## config.mk

```make
export PLATFORM = sky130hd
export DESIGN_NAME = ale_te_top_flat
export DESIGN_NICKNAME = d
export VERILOG_FILES = /design/src/rtl/ale_te_pkg.sv /design/src/rtl/ale_te_if.sv /design/src/rtl/ale_te_recip_div.sv /design/src/rtl/ale_te_top.sv /design/src/flat_wrapper.sv
export SDC_FILE = /design/constraint.sdc
export NUM_CORES = 1
export LEC_CHECK = 0
export CELL_PAD_IN_SITES_DETAIL_PLACEMENT = 1
export CELL_PAD_IN_SITES_GLOBAL_PLACEMENT = 1
export CORE_UTILIZATION = 47
export CTS_BUF_LIST = sky130_fd_sc_hd__clkbuf_4
export DETAILED_ROUTE_END_ITERATION = 16
export PLACE_DENSITY_LB_ADDON = 0.25
export RECOVER_POWER = 100
export SLEW_MARGIN = 10
export SYNTH_ARGS = -nofsm -noshare
export SYNTH_HDL_FRONTEND = slang
export SYNTH_SLANG_ARGS = --single-unit
```

## constraint.sdc

```tcl
create_clock -name clk -period 6.41 [get_ports clk]
set_clock_uncertainty 0.15 [all_clocks]
set_input_delay 1.282 -clock clk [delete_from_list [all_inputs] [get_ports clk]]
set_output_delay 1.282 -clock clk [all_outputs]
set_load 0.03 [all_outputs]
```

## src/rtl/ale_te_pkg.sv

```systemverilog
// Shared widths, FSM state type and helpers for the ALE/TE dehazing front end.
package ale_te_pkg;

    localparam int PIX_W   = 8;
    localparam int RECIP_W = 17;
    localparam int Q_SHIFT = 8;

    typedef enum logic [1:0] {
        S_ALE,
        S_RECIP,
        S_TE
    } state_t;

    function automatic logic [PIX_W-1:0] min3(input logic [PIX_W-1:0] a,
                                              input logic [PIX_W-1:0] b,
                                              input logic [PIX_W-1:0] c);
        logic [PIX_W-1:0] m;
        m = (a < b) ? a : b;
        return (m < c) ? m : c;
    endfunction

endpackage

```

## src/rtl/ale_te_if.sv

```systemverilog
// Pixel stream in, transmission stream out, plus the sticky ALE-complete flag.
interface ale_te_if;
    import ale_te_pkg::*;

    logic                 en;
    logic [3*PIX_W-1:0]   input_pixel;
    logic                 input_is_valid;
    logic [PIX_W-1:0]     transmission_out;
    logic                 transmission_valid;
    logic                 done_flag;

    modport master (
        output en, input_pixel, input_is_valid,
        input  transmission_out, transmission_valid, done_flag
    );

    modport slave (
        input  en, input_pixel, input_is_valid,
        output transmission_out, transmission_valid, done_flag
    );

endinterface

```

## src/rtl/ale_te_recip_div.sv

```systemverilog
// Restoring divider producing floor(65536 / max(divisor,1)); one quotient bit per cycle, 17 cycles.
module ale_recip_div
    import ale_te_pkg::*;
(
    input  logic               clk,
    input  logic               rst,
    input  logic               start,
    input  logic [PIX_W-1:0]   divisor,
    output logic               busy,
    output logic               done,
    output logic [RECIP_W-1:0] quotient
);

    logic [PIX_W-1:0] dvsr;
    logic [PIX_W-1:0] rem;
    logic [4:0]       cnt;
    logic [PIX_W:0]   trial;

    // The quotient register starts as the dividend and shifts it out MSB-first
    assign trial = {rem, quotient[RECIP_W-1]};

    always_ff @(posedge clk or negedge rst) begin
        if (!rst) begin
            dvsr     <= '0;
            rem      <= '0;
            cnt      <= '0;
            busy     <= 1'b0;
            done     <= 1'b0;
            quotient <= '0;
        end else begin
            done <= 1'b0;
            if (start) begin
                dvsr     <= (divisor == '0) ? PIX_W'(1) : divisor;
                rem      <= '0;
                quotient <= RECIP_W'(1) << 16;
                cnt      <= 5'd17;
                busy     <= 1'b1;
            end else if (busy) begin
                if (trial >= {1'b0, dvsr}) begin
                    rem      <= PIX_W'(trial - {1'b0, dvsr});
                    quotient <= {quotient[RECIP_W-2:0], 1'b1};
                end else begin
                    rem      <= trial[PIX_W-1:0];
                    quotient <= {quotient[RECIP_W-2:0], 1'b0};
                end
                cnt <= cnt - 5'd1;
                if (cnt == 5'd1) begin
                    busy <= 1'b0;
                    done <= 1'b1;
                end
            end
        end
    end

endmodule

```

## src/rtl/ale_te_top.sv

```systemverilog
// Two-pass dehazing front end: pass 1 finds atmospheric light A, pass 2 streams
// transmission t = 1 - omega*min_c(I_c/A_c) through a 3-stage pipeline.
module ale_te_top
    import ale_te_pkg::*;
#(
    parameter int NUM_PIXELS = 262144,
    parameter int OMEGA      = 240,
    parameter int T_MIN      = 25
)(
    input  logic     clk,
    input  logic     rst,
    ale_te_if.slave  bus
);

    localparam int CNT_W = $clog2(NUM_PIXELS + 1);

    state_t             state;
    logic [CNT_W-1:0]   pix_cnt;
    logic [PIX_W-1:0]   a_r, a_g, a_b, dark_max, dark;
    logic [PIX_W-1:0]   pix_r, pix_g, pix_b;
    logic               div_start, done_reg;
    logic [2:0]         div_busy, div_done;
    logic [RECIP_W-1:0] recip_r, recip_g, recip_b;
    logic               ale_accept, te_accept;

    assign pix_r      = bus.input_pixel[23:16];
    assign pix_g      = bus.input_pixel[15:8];
    assign pix_b      = bus.input_pixel[7:0];
    assign dark       = min3(pix_r, pix_g, pix_b);
    assign ale_accept = (state == S_ALE) && bus.input_is_valid && !bus.en;
    assign te_accept  = (state == S_TE) && bus.input_is_valid && bus.en;

    // Strict compare keeps the first pixel reaching the dark-channel maximum
    always_ff @(posedge clk or negedge rst) begin
        if (!rst) begin
            state     <= S_ALE;
            pix_cnt   <= '0;
            a_r       <= '0;
            a_g       <= '0;
            a_b       <= '0;
            dark_max  <= '0;
            div_start <= 1'b0;
            done_reg  <= 1'b0;
        end else begin
            div_start <= 1'b0;
            case (state)
                S_ALE: begin
                    if (ale_accept) begin
                        if (pix_cnt == '0 || dark > dark_max) begin
                            a_r      <= pix_r;
                            a_g      <= pix_g;
                            a_b      <= pix_b;
                            dark_max <= dark;
                        end
                        pix_cnt <= pix_cnt + 1'b1;
                        if (pix_cnt == CNT_W'(NUM_PIXELS - 1)) begin
                            state     <= S_RECIP;
                            div_start <= 1'b1;
                        end
                    end
                end
                S_RECIP: begin
                    if ((&div_done) && !(|div_busy)) begin
                        state    <= S_TE;
                        done_reg <= 1'b1;
                    end
                end
                S_TE:    ;
                default: state <= S_ALE;
            endcase
        end
    end

    ale_recip_div u_div_r (.clk(clk), .rst(rst), .start(div_start), .divisor(a_r),
                           .busy(div_busy[2]), .done(div_done[2]), .quotient(recip_r));
    ale_recip_div u_div_g (.clk(clk), .rst(rst), .start(div_start), .divisor(a_g),
                           .busy(div_busy[1]), .done(div_done[1]), .quotient(recip_g));
    ale_recip_div u_div_b (.clk(clk), .rst(rst), .start(div_start), .divisor(a_b),
                           .busy(div_busy[0]), .done(div_done[0]), .quotient(recip_b));

    function automatic logic [PIX_W-1:0] norm(input logic [PIX_W-1:0]   i,
                                              input logic [RECIP_W-1:0] r);
        logic [24:0] q;
        q = (25'(i) * 25'(r)) >> Q_SHIFT;
        return (q > 25'd255) ? 8'd255 : q[PIX_W-1:0];
    endfunction

    logic               s1_valid, s2_valid, out_valid;
    logic [PIX_W-1:0]   n_r, n_g, n_b, t_s2, t_out;
    logic [15:0]        m_omega;

    assign m_omega = 16'(min3(n_r, n_g, n_b)) * 16'(OMEGA);

    // Stage 1 normalises by A, stage 2 applies omega, stage 3 clamps to T_MIN
    always_ff @(posedge clk or negedge rst) begin
        if (!rst) begin
            s1_valid  <= 1'b0;
            s2_valid  <= 1'b0;
            out_valid <= 1'b0;
            n_r       <= '0;
            n_g       <= '0;
            n_b       <= '0;
            t_s2      <= '0;
            t_out     <= '0;
        end else begin
            s1_valid  <= te_accept;
            s2_valid  <= s1_valid;
            out_valid <= s2_valid;
            if (te_accept) begin
                n_r <= norm(pix_r, recip_r);
                n_g <= norm(pix_g, recip_g);
                n_b <= norm(pix_b, recip_b);
            end
            if (s1_valid)
                t_s2 <= 8'd255 - PIX_W'(m_omega >> Q_SHIFT);
            if (s2_valid)
                t_out <= (t_s2 < PIX_W'(T_MIN)) ? PIX_W'(T_MIN) : t_s2;
        end
    end

    assign bus.transmission_out   = t_out;
    assign bus.transmission_valid = out_valid;
    assign bus.done_flag          = done_reg;

endmodule

```

## src/flat_wrapper.sv

```systemverilog
// flat-port wrapper written by rule: the top's interface ports become plain ports
module ale_te_top_flat import ale_te_pkg::*;
#(
    parameter int NUM_PIXELS = 262144,
    parameter int OMEGA      = 240,
    parameter int T_MIN      = 25
)
  (clk, rst, bus_en, bus_input_pixel, bus_input_is_valid, bus_transmission_out, bus_transmission_valid, bus_done_flag);
  ale_te_if bus_i ();
  input  logic clk;
  input  logic rst;
  input wire logic [$bits(bus_i.en)-1:0] bus_en;
  input wire logic [$bits(bus_i.input_pixel)-1:0] bus_input_pixel;
  input wire logic [$bits(bus_i.input_is_valid)-1:0] bus_input_is_valid;
  output wire logic [$bits(bus_i.transmission_out)-1:0] bus_transmission_out;
  output wire logic [$bits(bus_i.transmission_valid)-1:0] bus_transmission_valid;
  output wire logic [$bits(bus_i.done_flag)-1:0] bus_done_flag;
  assign bus_i.en = bus_en;
  assign bus_i.input_pixel = bus_input_pixel;
  assign bus_i.input_is_valid = bus_input_is_valid;
  assign bus_transmission_out = bus_i.transmission_out;
  assign bus_transmission_valid = bus_i.transmission_valid;
  assign bus_done_flag = bus_i.done_flag;
  ale_te_top #(.NUM_PIXELS(NUM_PIXELS), .OMEGA(OMEGA), .T_MIN(T_MIN)) u_core (.clk(clk), .rst(rst), .bus(bus_i));
endmodule
```

### Word-level counts from Yosys, hierarchy flattened

Index checks and enable logic that the tools add are counted.
W data, S select, Z words.

* reductions and logical operators: 22
* equal/unequal tests: 9
* multiply operators: 4
* divide/modulo/power cells: 0
* add/subtract/negate cells: 8
* bitwise operators: 1
* order comparisons: 12
* shift-type cells: 0
* multiplexer cells: 60

Operator list (number)
* $mux W8: 20
* $mux W17: 6
* $mul A8 B17 Y25: 3
* $gt A17 B8 Y1 const B: 3
* $lt A8 B8 Y1: 4
* $mux W5: 6
* $ge A9 B8 Y1: 3
* $logic_not A8 Y1: 3
* $mux W1: 24
* $sub A8 B8 Y8: 3
* $add A19 B1 Y19 const B: 1
* $eq A19 B18 Y1 const B: 1
* $logic_not A19 Y1: 1
* $eq A5 B1 Y1 const B: 3
* $sub A5 B1 Y5 const B: 3
* $mul A8 B4 Y12 const B: 1
* $gt A8 B8 Y1: 1
* $lt A8 B5 Y1 const B: 1
* $sub A8 B8 Y8 const A: 1
* $mux W2: 3
* $pmux W2 S3: 1
* $reduce_and A3 Y1: 2
* $reduce_bool A2 Y1: 3
* $logic_and A1 B1 Y1: 5
* 11 further kinds: 14

* output and inout bits: 10
* bits in latches: 0
* register bits: 218
* RAM bits: 0
* input port bits: 28
* ROM bits: 0
* logic and storage cells: 150
* memories: 0

### Longest topological paths before layout

Gate-level depths: netlist of run 1.

* depth in word-level cells: 7
* mapped depth: 27
* gate-level depth less buffers: 26

### By module

From an unflattened synthesis of run 1, not the netlist that was laid out.

* cell total of the unflattened synthesis: 2662
* area total of the unflattened synthesis: 24577.3 µm²

By module, submodules not included
* ale_te_top: cells each 2047, instances 1, sequential area each 2452.4 µm², area each 18361.4 µm²
* ale_recip_div: cells each 205, instances 3, sequential area each 1001.0 µm², area each 2072.0 µm²

### Worst setup path before layout of run 1

Ideal clock, no wire load.

* kind: in2reg
* start: input bus_input_pixel[9]
* end: register u_core.a_b[0]
* library setup time: 0.125 ns
* path slack: -0.874 ns
* required time: 6.135 ns
* buffers on the path: 2
* stages on the path: 25
* arrival time: 7.009 ns
* cells stage by stage: clkbuf_1 -> inv_1 -> ha_1 -> a21o_1 -> a21o_1 -> a21oi_1 -> o21ai_1 -> mux2_2 -> ha_1 -> a21o_1 -> a21o_1 -> a221o_1 -> or3_1 -> o211ai_2 -> mux2i_1 -> inv_1 -> ha_1 -> nor2b_1 -> o21a_1 -> o21a_1 -> o21ai_0 -> a21oi_1 -> o21ai_1 -> clkbuf_1 -> mux2_2

* word-level cells in the longest chain between the ends: 7

RTL lines
* from (decl): RTL line flat_wrapper.sv:13 `input wire logic [$bits(bus_i.input_pixel)-1:0] bus_input_pixel;`
* $lt A8 B8 Y1: RTL line ale_te_pkg.sv:18 `m = (a < b) ? a : b;`
* $mux W8 *: RTL line ale_te_pkg.sv:18
* $lt A8 B8 Y1: RTL line ale_te_pkg.sv:19 `return (m < c) ? m : c;`
* $mux W8 *: RTL line ale_te_pkg.sv:19
* named net u_core.dark[1]: RTL line ale_te_top.sv:19 `logic [PIX_W-1:0] a_r, a_g, a_b, dark_max, dark;`
* $gt A8 B8 Y1 *: RTL line ale_te_top.sv:49 `if (pix_cnt == '0 || dark > dark_max) begin`
* $logic_or A1 B1 Y1 *: RTL line ale_te_top.sv:49
* $reduce_and A3 Y1 (no line) *
* to (signal assigned): RTL line ale_te_top.sv:52 `a_b <= pix_b;`
* to (decl): RTL line ale_te_top.sv:19

Mark *: on every way through the listed nets, which the timed path passes. The rest lies on a longest branch.
A chain may end at the register's enable or synchronous reset.

### Final worst setup path of run 1

* start: register u_core.n_r[2]
* end: register u_core.t_s2[7]

* word-level cells in the longest chain between the ends: 6

RTL lines
* from (decl): RTL line ale_te_top.sv:89 `logic [PIX_W-1:0] n_r, n_g, n_b, t_s2, t_out;`
* from (signal assigned): RTL line ale_te_top.sv:110 `n_r <= norm(pix_r, recip_r);`
* $lt A8 B8 Y1: RTL line ale_te_pkg.sv:18
* $mux W8 *: RTL line ale_te_pkg.sv:18
* $lt A8 B8 Y1: RTL line ale_te_pkg.sv:19
* $mux W8 *: RTL line ale_te_pkg.sv:19
* $mul A8 B4 Y12 *: RTL line ale_te_top.sv:92 `assign m_omega = 16'(min3(n_r, n_g, n_b)) * 16'(OMEGA);`
* $sub A8 B8 Y8 *: RTL line ale_te_top.sv:115 `t_s2 <= 8'd255 - PIX_W'(m_omega >> Q_SHIFT);`
* to (signal assigned): RTL line ale_te_top.sv:115
* to (decl): RTL line ale_te_top.sv:89

Every way passes the cells marked *; elsewhere a longest branch is shown, timed or not.

==> impl_metrics.ini, run 1 <==
[outcome]
status = finished with violations
violations = max-capacitance violations, max-slew violations

[synth]
synth_edf_count = 0
ys.warnings.count = 0
async_flop_share_pct = 100
synth-seq-cells = 218
netlist_area_sq_um = 24400
syn_inst = 2637
synth_most_common_cell = inv_1
synth.area.top_cells = fa_1, dfrtp_1, ha_1, and2_1, inv_1
synth_cell_types = 92
synth_largest_area_cell = fa_1
syn-num-nets = 3156
ys_top_cells_by_count = inv_1, fa_1, and2_1, nand2_1, dfrtp_1
ys_seq_area_share_pct = 22.4
avgSynthCellArea_sq_um = 9.24
synth_top_flop_cell = dfrtp_1
yosysTopAreaCellShare_pct = 23.2

[run]
cap_violations = 4

[detailed_routing]
wire_per_inst_um = 18.8
ant_nets = 0
vias = 19544
wl_met3_um = 2010
route.met2.wl_um = 35600
highest_layer = met4
dr.pass1.iters = 4
routed_via_density = 5.40
totalWireLength_um = 68200
drt_iter0_drc = 739
drc = 0
wl_met1_um = 28700

[final_layout]
n_fill_cell = 6025
areaGrowthSynthToFinish_pct = 16.3
final_nets = 3407
design_area_sq_um = 28300
regMostFlops = u_core.pix_cnt
final_layout_size_suffix_gt1_share_pct = 15.6
largest_reg_flops = 19
seqCellArea_sq_um = 5460
multiInputGateArea_sq_um = 17200

[clocking]
cts_sinks = 218
numCtsBuffers = 67
clockBufferDepth = 3
clockRootBuffer = clkbuf_4
clk_latency_ps = 840
cts_tree = yes
clk_pin_slew_ps = 60
htreeDepth = 3

[timing]
post-route-min-period_ps = 6340
tightest_slew_ps = 4520
hold_viol_final = 0
slew_viol_final = 278
timing.fmax_ghz = 0.158
finalSetupViolations = 0
worst_slack_ps = 66.9
final.period_utilization_pct = 99.0
relSlewSlack_pct = -201
rsz0062_at_grt = yes

[global_route]
grt_pass1_wl_um = 113000
overflow = 0
grt_pass1_vias = 22239
grt_usage_pct = 26.6
antenna_found_initial = 3
grt_max_degree = 125

[setup_path]
crit_path_start_kind = flip-flop
critPathLaunch = u_core.n_r[2]$_DFFE_PN0P_
critPathMaxFanout = 5
path_buf_inv = 2
cp.depth = 26
crit_family = compound AO/OA/AOI/OAI gates
endpoint_kind = flip-flop
crit_end = u_core.t_s2[7]$_DFFE_PN0P_
cp_slowest_cell = fa_1
cpPeakStageDelay_ps = 530
path_class = flip-flop to flip-flop
required_ps = 6950
reg2reg_from = u_core.n_r[2]$_DFFE_PN0P_
cp_common_cell = a21oi_2
reg2reg_setup_slack_ps = 70
cp.arrival_ps = 6880
regToRegEndpoint = u_core.t_s2[7]$_DFFE_PN0P_
reg2reg_depth = 26

[floorplanning]
die_x_um = 230
core_area_sq_um = 51300
die_area_sq_um = 52700
ios = 38
rows = 83
die_height_um = 230
start_util_pct = 47.5

[place]
routabilityCongestion = 0.879
placed_area_sq_um = 27200
place_ws_ps = -669
portBuffers = 37
place_hpwl_um = 52800

[min_path]
hp-class = flip-flop to flip-flop

[power]
max-vdd-ir-drop_mv = 0.102
power_density_nw_per_um2 = 126
total_leakage_power_uw = 0.0145
-- kinds of logic after synthesis --
logic type	Yosys count	share of synthesized area (%)
fa+ha+maj	491	33.9
simple gates	844	17.6
buf+inv	529	8.35
compound gates	363	10.0
mux	110	4.72
flops	218	22.4
xor+xnor	82	2.95
-- how the worst min path moves through the flow --
stage	start	endpoint	slack, ps	cells past startpoint
2_1_floorplan	u_core.s1_valid$_DFF_PN0_	u_core.s2_valid$_DFF_PN0_	200	0
3_3_place_gp	u_core.bus.done_flag$_DFFE_PN0P_	u_core.bus.done_flag$_DFFE_PN0P_	310	1
3_5_place_dp	u_core.bus.done_flag$_DFFE_PN0P_	u_core.bus.done_flag$_DFFE_PN0P_	320	1
4_1_cts	rst	u_core.pix_cnt[6]$_DFFE_PN0P_	290	1
5_1_grt	u_core.bus.done_flag$_DFFE_PN0P_	u_core.bus.done_flag$_DFFE_PN0P_	330	1
6_report	u_core.bus.done_flag$_DFFE_PN0P_	u_core.bus.done_flag$_DFFE_PN0P_	320	1
-- layer usage --
layer / global-route usage [%] / vias up
met5: 0 / -
met4: 8.46 / 0
met3: 3.50 / 126
met2: 48.3 / 321
met1: 32.4 / 10054
li1: - / 9043
-- per-stage QoR --
step / util (%) / TNS [ps] / power (uW) / instances / hold slack [ps]
after global routing: 55.2 / -387 / 3790 / 3617 / 334
final: 55.2 / 0 / 3580 / 3617 / 322
after global placement: 53.0 / -23270 / 2130 / 3484 / 310
after detailed placement: 53.0 / -32830 / 2160 / 3484 / 319
after floorplan: - / -73.2 / 1890 / 2637 / 202
after CTS: 54.8 / 0 / 3640 / 3605 / 293
-- layout make-up --
cell class | instances | share of cell area, %
clock buffers | 88 | 2.33
clock inverters | 26 | 0.671
well taps | 680 | 3.00
multi-input cells | 1890 | 60.6
inverters | 421 | 5.59
repair buffers | 290 | 8.50
flip-flops and latches | 218 | 19.3
diodes | 4 | 0.0353
-- power by group --
part	total (uW)	leakage, uW	internal, uW	switching (uW)
Sequential	1590	0.00298	1490	99.8
Clock	1440	0.000485	759	676
Combinational	552	0.0110	260	292
-- cells in the final DEF (no fill, tap or decap), types with 25 or more instances in the layout --
master           instances
buf_4                  236
a21oi_1                 80
and2_1                 257
clkbuf_4                88
clkdlybuf4s50_1         25
xor2_1                  28
o21ai_0                 87
inv_1                  417
nand2_1                253
xnor2_1                 54
nor2_1                 165
mux2i_1                 69
dfrtp_1                216
fa_1                   282
ha_1                   201
-- timing repair --
action                     in CTS  in global routing
hold buffers                    0                  0
setup endpoints to repair       4                 27
resized for setup              15                 32
buffers inserted                7                  8
gates cloned                    0                  0
pin swaps                       8                 16
Power figures use the tool's default switching activity.
==> run 2, diff against run 1 <==
--- a/config.mk
+++ b/config.mk
@@ -7,6 +7,7 @@
 export LEC_CHECK = 0
 export CELL_PAD_IN_SITES_DETAIL_PLACEMENT = 1
 export CELL_PAD_IN_SITES_GLOBAL_PLACEMENT = 1
+export CORE_MARGIN = 3
 export CORE_UTILIZATION = 47
 export CTS_BUF_LIST = sky130_fd_sc_hd__clkbuf_4
 export DETAILED_ROUTE_END_ITERATION = 16
==> impl_metrics.ini, run 2 (synthesis results as in run 1) <==
[setup_path]
critPathLaunch = u_core.n_g[2]$_DFFE_PN0P_
required_ps = 6980
reg2reg_from = u_core.n_g[2]$_DFFE_PN0P_
critPathMaxFanout = 5
crit_path_start_kind = flip-flop
cp.arrival_ps = 6910
path_class = flip-flop to flip-flop
endpoint_kind = flip-flop

[clocking]
cts_sinks = 218
hold_buffers = 0
cts_tree = yes
htreeDepth = 3
clockBufferDepth = 3
clk_pin_slew_ps = 70
clk_latency_ps = 850
clockRootBuffer = clkbuf_4
numCtsBuffers = 70

[detailed_routing]
dr.pass1.iters = 4
totalWireLength_um = 68600
drc = 0
drt_iter0_drc = 642
vias = 19564
ant_nets = 0
routed_via_density = 5.42
wire_per_inst_um = 19.0

[timing]
worst_slack_ps = 78.2
hold_viol_final = 0
final.period_utilization_pct = 98.8
tns_ps = 0
finalSetupViolations = 0
rsz0062_at_grt = yes
post-route-min-period_ps = 6330
slew_viol_final = 208
relSlewSlack_pct = -177
tightest_slew_ps = 4160
timing.fmax_ghz = 0.158

[final_layout]
n_fill_cell = 5871
final_nets = 3407
design_area_sq_um = 28300
final_common_cell = inv_1
post-route-util_pct = 55.9
multiInputGateArea_sq_um = 17200
final_layout_size_suffix_gt1_share_pct = 15.9
seqCellArea_sq_um = 5460
areaGrowthSynthToFinish_pct = 16.3
final_cell_mix = inv_1, fa_1, and2_1
largest_reg_flops = 19
regMostFlops = u_core.pix_cnt

[floorplanning]
die_height_um = 234
ios = 38
rows = 82
core_area_sq_um = 50700
die_x_um = 234
start_util_pct = 48.1
die_area_sq_um = 54600

[power]
total_leakage_power_uw = 0.0145
power_density_nw_per_um2 = 129
max-vdd-ir-drop_mv = 0.138

[outcome]
violations = max-capacitance violations, max-slew violations
status = finished with violations

[global_route]
overflow = 0
grt_pass1_vias = 22533
antenna_found_initial = 3
grt_usage_pct = 25.8
grt_pass1_wl_um = 113000
grt_max_degree = 148

[place]
placed_area_sq_um = 27200
place_hpwl_um = 52500
portBuffers = 37
routabilityCongestion = 0.832
place_ws_ps = -733

[min_path]
hp-class = flip-flop to flip-flop
hp-start = u_core.dark_max[1]$_DFFE_PN0P_

[run]
cap_violations = 6
[run 2: cell count changes in the layout (fill, tap and decap cells not counted), moves of 3 or more]
cell	previous run	this run
a31oi_1	14	11
a31oi_2	0	3
buf_4	236	231
clkbuf_4	88	96
clkinv_1	22	16
ha_4	7	10
[run 2: worst paths after layout]
kind | to | slack, ps | cells past startpoint
max in group asynchronous | u_core.n_r[2]$_DFFE_PN0P_ | 1970 | 1
setup / recovery | u_core.t_s2[7]$_DFFE_PN0P_ | 80 | 27
min in group asynchronous | u_core.u_div_g.quotient[0]$_DFFE_PN0P_ | 1760 | 1
hold reg to reg | u_core.dark_max[1]$_DFFE_PN0P_ | 340 | 2
setup reg to reg | u_core.t_s2[7]$_DFFE_PN0P_ | 80 | 27
hold / removal | u_core.dark_max[1]$_DFFE_PN0P_ | 340 | 2
[run 2: report_power, final]
group          internal [uW]  switching [uW]  total (uW)
sequential              1490             103        1590
combinational            264             304         568
clock                    779             728        1510
total                   2530            1130        3670
[run 2: repair_timing]
action	4_1_cts	5_1_grt
gates cloned	0	0
setup endpoints to repair	4	45
resized for setup	14	38
pin swaps	7	13
buffers inserted	4	9
[run 2: layer usage]
metal	vias to the layer above	part of all wire, %	track usage (%)
met5	-	0	0
met4	0	3.5	9.20
li1	9050	-	-
met3	156	3.2	4.23
met2	316	51	46.8
met1	10042	42	30.7
[run 2: cell type report]
cell class	count	share of cell area, %
clock inverter	23	0.596
antenna	5	0.0442
sequential	218	19.3
clock buffer	96	2.54
timing repair buffer	287	8.40
tap	672	2.97
inverter	421	5.59
multi-input combinational	1890	60.6
[run 2: metrics by stage]
step | hold WS, ps | instances | total power, uW
global placement | 316 | 3475 | 2130
floorplan | 202 | 2637 | 1890
global route | 371 | 3612 | 3870
detailed placement | 331 | 3475 | 2170
finish | 339 | 3612 | 3670
CTS | 242 | 3598 | 3700
[run 2: worst max-delay path: stages, from the launching register on]
cell and delay (ps):
dfrtp_1 380, inv_1 80, ha_4 270, nand2_2 60, o21ai_2 120, a41oi_2 120, a21oi_2 170, buf_6 150
mux2_4 330, ha_4 220, and3_4 180, a221o_1 340, a21oi_2 200, o21ai_0 170, o21ai_4 140, buf_6 170
mux2i_4 270, fa_1 490, fa_1 570, ha_1 230, a21o_1 210, a21oi_2 170, o21ai_2 70, a21oi_2 220
o21a_1 200, o21ai_2 90, or3_1 310, a31oi_1 160
==> run 3, diff against run 2 <==
--- a/config.mk
+++ b/config.mk
@@ -11,6 +11,7 @@
 export CORE_UTILIZATION = 47
 export CTS_BUF_LIST = sky130_fd_sc_hd__clkbuf_4
 export DETAILED_ROUTE_END_ITERATION = 16
+export HOLD_SLACK_MARGIN = 0.06
 export PLACE_DENSITY_LB_ADDON = 0.25
 export RECOVER_POWER = 100
 export SLEW_MARGIN = 10
==> constraint.sdc (replaced) <==
create_clock -name clk -period 5.2 [get_ports clk]
set_clock_uncertainty 0.15 [all_clocks]
set_input_delay 1.04 -clock clk [delete_from_list [all_inputs] [get_ports clk]]
set_output_delay 1.04 -clock clk [all_outputs]
set_load 0.03 [all_outputs]
==> impl_metrics.ini, run 3 (synthesis results as in run 1) <==
[timing]
whs_ps = 323
slew_viol_final = 243
hold_viol_final = 0
post-route-min-period_ps = 6510
tightest_slew_ps = 3380
finalSetupViolations = 66
worst_slack_ps = -1310
timing.fmax_ghz = 0.154
rsz0062_at_grt = yes
final.period_utilization_pct = 125
relSlewSlack_pct = -125

[global_route]
antenna_found_initial = 2
overflow = 0
grt_max_degree = 109
grt_pass1_wl_um = 140000
grt_usage_pct = 33.1
grt_pass1_vias = 25610

[power]
seqPwrFrac_pct = 39.4
power.internal_uw = 3330
p_clk_share_pct = 37.1
p_sw_uw = 1820
switching_share_pct = 35.3
max-vdd-ir-drop_mv = 0.145
power_density_nw_per_um2 = 159
total_leakage_power_uw = 0.0161
power_frac_comb_pct = 23.5

[detailed_routing]
ant_nets = 0
routed_via_density = 6.07
dr.pass1.iters = 7
wire_per_inst_um = 27.5
drc = 0
totalWireLength_um = 106000
drt_iter0_drc = 1982
vias = 23347

[run]
cap_violations = 6

[outcome]
status = finished with violations
violations = max-capacitance violations, max-slew violations, negative setup slack

[place]
routabilityCongestion = 0.891
place_hpwl_um = 58400
portBuffers = 37
placed_area_sq_um = 28700

[floorplanning]
die_area_sq_um = 54600
die_height_um = 234
ios = 38
core_area_sq_um = 50700
start_util_pct = 48.1
rows = 82
die_x_um = 234

[clocking]
htreeDepth = 3
cts_tree = yes
numCtsBuffers = 66
clk_pin_slew_ps = 60
cts_sinks = 218
clockRootBuffer = clkbuf_4
clockBufferDepth = 3
clk_latency_ps = 830

[setup_path]
required_ps = 5830
crit_path_start_kind = flip-flop
path_class = flip-flop to flip-flop
endpoint_kind = flip-flop
cp.arrival_ps = 7150
critPathMaxFanout = 4

[final_layout]
regMostFlops = u_core.pix_cnt
areaGrowthSynthToFinish_pct = 32.5
design_area_sq_um = 32300
final_nets = 3648
final_common_cell = buf_4
final_layout_size_suffix_gt1_share_pct = 33.0
seqCellArea_sq_um = 5490
multiInputGateArea_sq_um = 18800
n_fill_cell = 5621
final_cell_mix = buf_4, inv_1, fa_1
largest_reg_flops = 19

[min_path]
hp-class = flip-flop to flip-flop
run 3: stage by stage:
step                      worst slack, ps  total power, uW  instances  TNS (ps)  util [%]
after floorplan                      -980             2350       2637    -41570         -
after global placement              -1540             2630       3613    -86610      56.7
after detailed placement            -1820             2700       3613   -100040      56.7
after CTS                           -1020             4740       3807    -19080      61.9
after global routing                -1440             5300       3846    -43100      63.7
final                               -1310             5150       3847    -38290      63.7
run 3: power by group through the flow:
stage                     clock network (uW)  logic, uW  registers (uW)
after global placement                     0        650            1980
after CTS                               1820        943            1980
final                                   1910       1210            2030
after detailed placement                   0        705            1990
after floorplan                            0        406            1940
after global routing                    2000       1260            2040
run 3: final cells by class:
cell class	instances	area share, %
clock inverter	22	0.496
sequential	218	17.0
clock buffer	90	2.09
timing repair buffer	532	14.5
antenna	2	0.0155
tap	672	2.61
inverter	421	4.95
multi-input combinational	1890	58.4
run 3: path summary, 6_finish.rpt:
kind,from,slack [ps],end,depth (start not counted)
min in group asynchronous,rst,1700,u_core.u_div_g.quotient[16]$_DFFE_PN0P_,2
min,u_core.bus.done_flag$_DFFE_PN0P_,320,u_core.bus.done_flag$_DFFE_PN0P_,1
max in group asynchronous,rst,630,u_core.u_div_r.quotient[7]$_DFFE_PN0P_,3
max reg2reg,u_core.n_g[2]$_DFFE_PN0P_,-1310,u_core.t_s2[7]$_DFFE_PN0P_,26
max,u_core.n_g[2]$_DFFE_PN0P_,-1310,u_core.t_s2[7]$_DFFE_PN0P_,26
min reg2reg,u_core.bus.done_flag$_DFFE_PN0P_,320,u_core.bus.done_flag$_DFFE_PN0P_,1
run 3: repair_timing:
| item | CTS | global route |
|---|---|---|
| hold buffers | 1 | 0 |
| gates cloned | 11 | 0 |
| buffers inserted | 72 | 49 |
| endpoints found under the hold margin | 52 | 0 |
| gates resized for setup | 389 | 186 |
| setup endpoints to repair | 64 | 64 |
| pin swaps | 155 | 137 |
run 3: metal layers:
metal	wire [um]	global-route usage, %
met3	6670	5.30
met5	5	0
met4	8090	15.5
met2	53400	60.4
met1	37700	37.7
run 3: critical path, cell delays in order, from the launching register on:
cell	delay, ps
dfrtp_1	420
inv_1	140
ha_4	230
a21oi_1	250
o21ai_2	110
a41oi_2	190
a21oi_4	120
mux2_4	350
ha_4	230
a21o_1	170
a221o_1	330
a21oi_2	230
nand2_2	120
o21ai_4	220
buf_6	130
mux2_4	330
fa_2	510
fa_1	610
ha_4	210
a21o_1	210
a21oi_4	180
o21ai_2	70
a21oi_2	170
o21a_1	200
o21ai_2	80
or3_1	360
a31oi_1	180
